$ cat src/rtl/prim_ram_1p_adapter.sv
// Valid/ready host front end for a 1-cycle-latency single-port RAM with a credited response FIFO.
// Define PRIM_RAM_1P_INIT_EN to zero-fill the RAM after reset before host traffic is allowed.
module prim_ram_1p_adapter #(
    parameter  int Width    = 32,
    parameter  int Depth    = 128,
    parameter  int RspDepth = 2,
    localparam int Aw       = $clog2(Depth)
) (
    input  logic             clk_i,
    input  logic             rst_i,
    input  logic             req_valid_i,
    output logic             req_ready_o,
    input  logic             req_write_i,
    input  logic [Aw-1:0]    req_addr_i,
    input  logic [Width-1:0] req_wdata_i,
    input  logic [Width-1:0] req_wmask_i,
    output logic             rsp_valid_o,
    input  logic             rsp_ready_i,
    output logic [Width-1:0] rsp_rdata_o,
    output logic             ram_req_o,
    output logic             ram_write_o,
    output logic [Aw-1:0]    ram_addr_o,
    output logic [Width-1:0] ram_wdata_o,
    output logic [Width-1:0] ram_wmask_o,
    input  logic [Width-1:0] ram_rdata_i,
    output logic             init_done_o
);

    localparam int Pw = (RspDepth > 1) ? $clog2(RspDepth) : 1;
    localparam int Cw = $clog2(RspDepth + 1);

    logic          run;
    logic          init_done_q;
    logic          sweeping;
    logic [Aw-1:0] sweep_addr;

    assign init_done_o = init_done_q;

`ifdef PRIM_RAM_1P_INIT_EN
    typedef enum logic {INIT, RUN} state_t;
    state_t state;

    always_ff @(posedge clk_i or posedge rst_i) begin
        if (rst_i) begin
            state       <= INIT;
            sweep_addr  <= '0;
            init_done_q <= 1'b0;
        end else begin
            unique case (state)
                INIT: begin
                    if (sweep_addr == Aw'(Depth - 1)) begin
                        state       <= RUN;
                        sweep_addr  <= '0;
                        init_done_q <= 1'b1;
                    end else begin
                        sweep_addr <= sweep_addr + 1'b1;
                    end
                end
                RUN: init_done_q <= 1'b1;
                default: state <= INIT;
            endcase
        end
    end

    assign run      = (state == RUN);
    assign sweeping = (state == INIT) & ~rst_i;
`else
    always_ff @(posedge clk_i or posedge rst_i) begin
        if (rst_i) begin
            init_done_q <= 1'b0;
        end else begin
            init_done_q <= 1'b1;
        end
    end

    assign run        = init_done_q;
    assign sweeping   = 1'b0;
    assign sweep_addr = '0;
`endif

    logic [Width-1:0] mem [RspDepth];
    logic [Pw-1:0]    wptr;
    logic [Pw-1:0]    rptr;
    logic [Cw-1:0]    cnt;
    logic             inflight;
    logic             push;
    logic             pop;
    logic             host_go;
    logic             rd_go;
    logic             credit_ok;
    logic [Cw:0]      used;

    function automatic logic [Pw-1:0] ptr_next(input logic [Pw-1:0] p);
        return (p == Pw'(RspDepth - 1)) ? '0 : p + 1'b1;
    endfunction

    assign pop  = rsp_valid_o & rsp_ready_i;
    assign push = inflight;

    // A slot freed by this cycle's pop can be reused by this cycle's read.
    assign used = {1'b0, cnt} + {{Cw{1'b0}}, inflight}
                - {{Cw{1'b0}}, pop};
    assign credit_ok = used < (Cw + 1)'(RspDepth);

    assign req_ready_o = run & (req_write_i | credit_ok);
    assign host_go     = req_valid_i & req_ready_o;
    assign rd_go       = host_go & ~req_write_i;

    assign ram_req_o   = sweeping | host_go;
    assign ram_write_o = sweeping ? 1'b1 : req_write_i;
    assign ram_addr_o  = sweeping ? sweep_addr : req_addr_i;
    assign ram_wdata_o = sweeping ? '0 : req_wdata_i;
    assign ram_wmask_o = sweeping ? '1 : req_wmask_i;

    always_ff @(posedge clk_i or posedge rst_i) begin
        if (rst_i) begin
            inflight <= 1'b0;
            wptr     <= '0;
            rptr     <= '0;
            cnt      <= '0;
            for (int i = 0; i < RspDepth; i++) begin
                mem[i] <= '0;
            end
        end else begin
            inflight <= rd_go;
            if (push) begin
                mem[wptr] <= ram_rdata_i;
                wptr      <= ptr_next(wptr);
            end
            if (pop) begin
                rptr <= ptr_next(rptr);
            end
            unique case ({push, pop})
                2'b10:   cnt <= cnt + 1'b1;
                2'b01:   cnt <= cnt - 1'b1;
                default: cnt <= cnt;
            endcase
        end
    end

    assign rsp_valid_o = (cnt != '0);
    assign rsp_rdata_o = rsp_valid_o ? mem[rptr] : '0;

    a_no_overflow: assert property (@(posedge clk_i) disable iff (rst_i)
        !(push && !pop && cnt == Cw'(RspDepth)));

    a_rsp_stable: assert property (@(posedge clk_i) disable iff (rst_i)
        (rsp_valid_o && !rsp_ready_i) |=> (rsp_valid_o && $stable(rsp_rdata_o)));

    a_init_quiet: assert property (@(posedge clk_i) disable iff (rst_i)
        !(host_go && !run));

endmodule

$ cat config.mk
export PLATFORM = sky130hd
export DESIGN_NAME = prim_ram_1p_adapter
export DESIGN_NICKNAME = d
export VERILOG_FILES = /design/src/rtl/prim_ram_1p_adapter.sv
export SDC_FILE = /design/constraint.sdc
export NUM_CORES = 1
export LEC_CHECK = 0
export CAP_MARGIN = 20
export CORE_AREA = 2 2 99 101
export CTS_CLUSTER_DIAMETER = 200
export DETAILED_ROUTE_END_ITERATION = 10
export DIE_AREA = 0 0 101 103
export PLACE_DENSITY = 0.85
export SLEW_MARGIN = 5
export SYNTH_ARGS = -nofsm -noshare
export SYNTH_HDL_FRONTEND = slang
export SYNTH_SLANG_ARGS = --single-unit
$ cat constraint.sdc
create_clock -name clk_i -period 3.6 [get_ports clk_i]
set_input_delay 0.72 -clock clk_i [delete_from_list [all_inputs] [get_ports clk_i]]
set_output_delay 0.72 -clock clk_i [all_outputs]
set_load 0.005 [all_outputs]
==> flow_summary.rst <==
.. list-table::
   :header-rows: 1

   * - Metric
     - Value
   * - Initial standard-cell utilization of the core
     - 40.87%
   * - Core region area
     - 9459 µm²
   * - Worst Hold Class
     - reg2reg
   * - Critical path launch point type
     - input port
   * - Register bit count reported by yosys
     - 70
   * - Port Buffers
     - 73
   * - TritonCTS Buffers
     - 9
   * - Seq/Total Area, Yosys
     - 45.31%
   * - Finish-stage setup viols
     - 0
   * - Row Count
     - 36
   * - Syn Nets
     - 424
   * - Placed inst area
     - 4150 µm²
   * - Count of unresolved DRC violations after routing
     - 0
   * - Mean instance size in the synthesized netlist
     - 12.31 µm²
   * - Pwr per Cell Area
     - 859.6 nW/µm²
   * - Final critical path time including I/O delays and setup
     - 3397 ps
   * - Quantity of hold-fixing buffers added after cts
     - 0
   * - Setup repair after global routing missed its margin
     - no
   * - Share of total power in the clock network
     - 14.6%
   * - Average detailed-routed wire length per instance
     - 19.71 µm
   * - Setup Skew
     - 3.568 ps
   * - Number of antenna violations at the first check in global routing
     - 0
   * - Weighted congestion at the end of routability-driven global placement
     - 0.7172
   * - GRT overflow
     - 0
   * - Critical path type
     - in2out
   * - Number of unique standard cell types used by synthesis
     - 25
   * - Outcome
     - completed
   * - Pin count of the biggest net entering global routing
     - 41
   * - Overall die width
     - 101 µm
   * - Rel. slew slack
     - 49.46%
   * - Logic pwr share
     - 46.8%
   * - Fraction of layout cells with a size suffix above 1
     - 27.02%
   * - Vias in the first global route
     - 2433
   * - Tightest hold margin
     - 507.7 ps
   * - Layout net count
     - 427
   * - Max VDD drop
     - 0.0003971 V
   * - Number of max-slew violations in the final report
     - 0
   * - Final worst-path cycle share
     - 94.36%
   * - Mapped Area
     - 3866 µm²
   * - Global-route wire length before repair
     - 13020 µm
   * - Part of the power in registers
     - 38.6%
   * - Worst stage delay on the critical path
     - 520 ps
   * - CTS Buffer Depth
     - 2
   * - Actual slew at the worst max-slew pin
     - 756.5 ps
   * - Sw Share
     - 31.33%
   * - Half-perimeter wire length after placement
     - 6432 µm
   * - Max stage delay cell, worst path
     - sky130_fd_sc_hd__clkdlybuf4s50_1
   * - Residual antenna-violating net count after detailed routing
     - 0
   * - Layout Area Growth over Synthesis
     - 11.68%
   * - Final Non-Filler Cells
     - 436
   * - Top-Level Pins
     - 216
   * - Number of hold violations in the final report
     - 0
   * - Minimum setup slack after placement
     - -87.17 ps
   * - Switch Pwr
     - 1.163 mW
   * - Area enclosed by the die boundary
     - 10400 µm²
   * - Setup_tns
     - 0 ps
   * - Number of violations of the max-capacitance limit
     - 0
   * - H-tree Lvls
     - 3
   * - Cell count after synthesis
     - 314
   * - TritonCTS clock tree
     - done
   * - Number of violations reported at the end of detailed-routing iteration 0
     - 46
   * - Vertical die dimension
     - 103 µm
   * - Clock tree root driver cell
     - sky130_fd_sc_hd__clkbuf_8
   * - Cell area after layout
     - 4318 µm²
   * - Arrival time of the worst setup path
     - 2680 ps
   * - Cells along the critical path
     - dlygate4sd2_1 -> xor2_1 -> nand2_1 -> fa_1 -> xnor2_2 -> a21oi_1 -> nor2_1 -> clkdlybuf4s50_1
   * - Maximum clock frequency
     - 0.2944 GHz
   * - Length of the first detailed-routing pass in iterations
     - 4
   * - Synth warn
     - 0
   * - Smallest setup slack after layout
     - 203.0 ps
   * - Commonest non-fill, non-tap cells in the layout
     - sky130_fd_sc_hd__clkdlybuf4s50_1 (72), sky130_fd_sc_hd__dfrtp_1 (69), sky130_fd_sc_hd__mux2_2 (34), sky130_fd_sc_hd__nor2_1 (34), sky130_fd_sc_hd__mux2i_1 (32)
   * - Inst Count DP
     - 420
   * - Kind of end point of the critical path
     - primary output
   * - Total global-route track usage
     - 16.61%
   * - Vias after detailed routing
     - 2213
   * - Leakage power
     - 1.922 nW
   * - Total wirelength of the detailed-routed design
     - 8595 µm
   * - Insertion delay of the later-clocked pin in the worst-skew pair
     - 330 ps
   * - Crit path max fanout
     - 4
   * - Clock-pin transition on the worst setup and hold timing paths
     - 70 ps
   * - Total number of clock tree sinks
     - 70
   * - Total power consumption of the routed design
     - 3.712 mW
   * - Per-cell via count in the routed design
     - 5.076
   * - Required arrival time at the worst endpoint
     - 2880 ps
   * - Power Internal
     - 2.549 mW
   * - Post-CTS setup repair buffer count
     - 0
   * - Final core utilization
     - 45.65%
   * - Most common cell after layout, fill and taps aside
     - sky130_fd_sc_hd__clkdlybuf4s50_1
   * - Number of antenna cells inserted
     - 0
-- state kept, by name (all words and copies together) (netlist names) --
signal,count
init_done_o,1
inflight,1
rptr,1
cnt,2
wptr,1
mem,64
-- what timing repair did --
item | in CTS | in global routing
gates resized for setup | 2 | 0
endpoints found under the setup margin | 2 | 0
hold endpoints to repair | 0 | 0
-- cells by family after synthesis --
family	synth area share (%)
AO/OA/AOI/OAI	0.6795
XOR/XNOR	1.133
adder cells (fa/ha/maj)	0.8414
buffers and inverters	17.22
flip-flops	45.31
multiplexers	29.84
other	0.09699
AND/OR/NAND/NOR	4.887
-- path summary, 6_finish.rpt --
check	from	end	slack, ps	cells after the start
setup / recovery	rsp_ready_i	ram_req_o	200	8
hold / removal	mem[28]	mem[28]	510	1
setup reg to reg	inflight	mem[54]	1470	3
hold reg to reg	mem[28]	mem[28]	510	1
max in group asynchronous	rst_i	mem[44]	2140	3
min in group asynchronous	rst_i	mem[25]	800	2
-- critical path: cells and delay by family --
kind,cells,cell delay (ps)
compound gates,1,120
fa+ha+maj,1,410
buf+inv,2,800
xor+xnor,2,380
simple gates,2,240
-- Yosys cell counts, drive strengths merged --
| library cell | n | area [µm²] |
|---|---|---|
| nor2 | 35 | 131.4 |
| o21ai | 1 | 5.000 |
| fa | 1 | 20.02 |
| a21oi | 1 | 5.000 |
| nor2b | 2 | 20.02 |
| nor3 | 1 | 5.000 |
| nand3b | 1 | 7.510 |
| mux2i | 32 | 320.3 |
| o221ai | 1 | 8.760 |
| inv | 4 | 15.01 |
| nand2 | 5 | 18.77 |
| dfrtp | 70 | 1752 |
| ha | 1 | 12.51 |
| xnor2 | 2 | 17.52 |
| clkbuf | 3 | 11.26 |
| or2 | 1 | 6.260 |
| o211ai | 1 | 7.510 |
| mux2 | 64 | 833.3 |
| xor2 | 3 | 26.28 |
| buf | 84 | 639.4 |
| conb | 1 | 3.750 |
-- per-layer routing --
layer	vias up	track usage, %	wire (µm)
met1	1100	17.91	3128
met4	0	8.732	201
met5	-	0	0
met2	113	28.82	4452
met3	24	5.898	813
li1	976	-	-
-- power by group through the flow --
stage	Sequential (mW)	Clock, mW	Combinational, mW
6_report	1.43	0.541	1.74
5_1_grt	1.48	0.597	1.89
4_1_cts	1.44	0.561	1.77
3_5_place_dp	1.44	0	1.75
3_3_place_gp	1.41	0	1.69
2_1_floorplan	1.34	0	1.17
-- cell type report --
| cell class | count | area [µm²] |
|---|---|---|
| fill | 865 | 5141 |
| sequential | 70 | 1753 |
| multi-input combinational | 153 | 1459 |
| timing repair buffer | 79 | 787.0 |
| clock buffer | 15 | 156.4 |
| tap | 114 | 142.6 |
| inverter | 4 | 15.01 |
| clock inverter | 1 | 5.005 |
No activity file was read; power rests on OpenSTA's default activity.
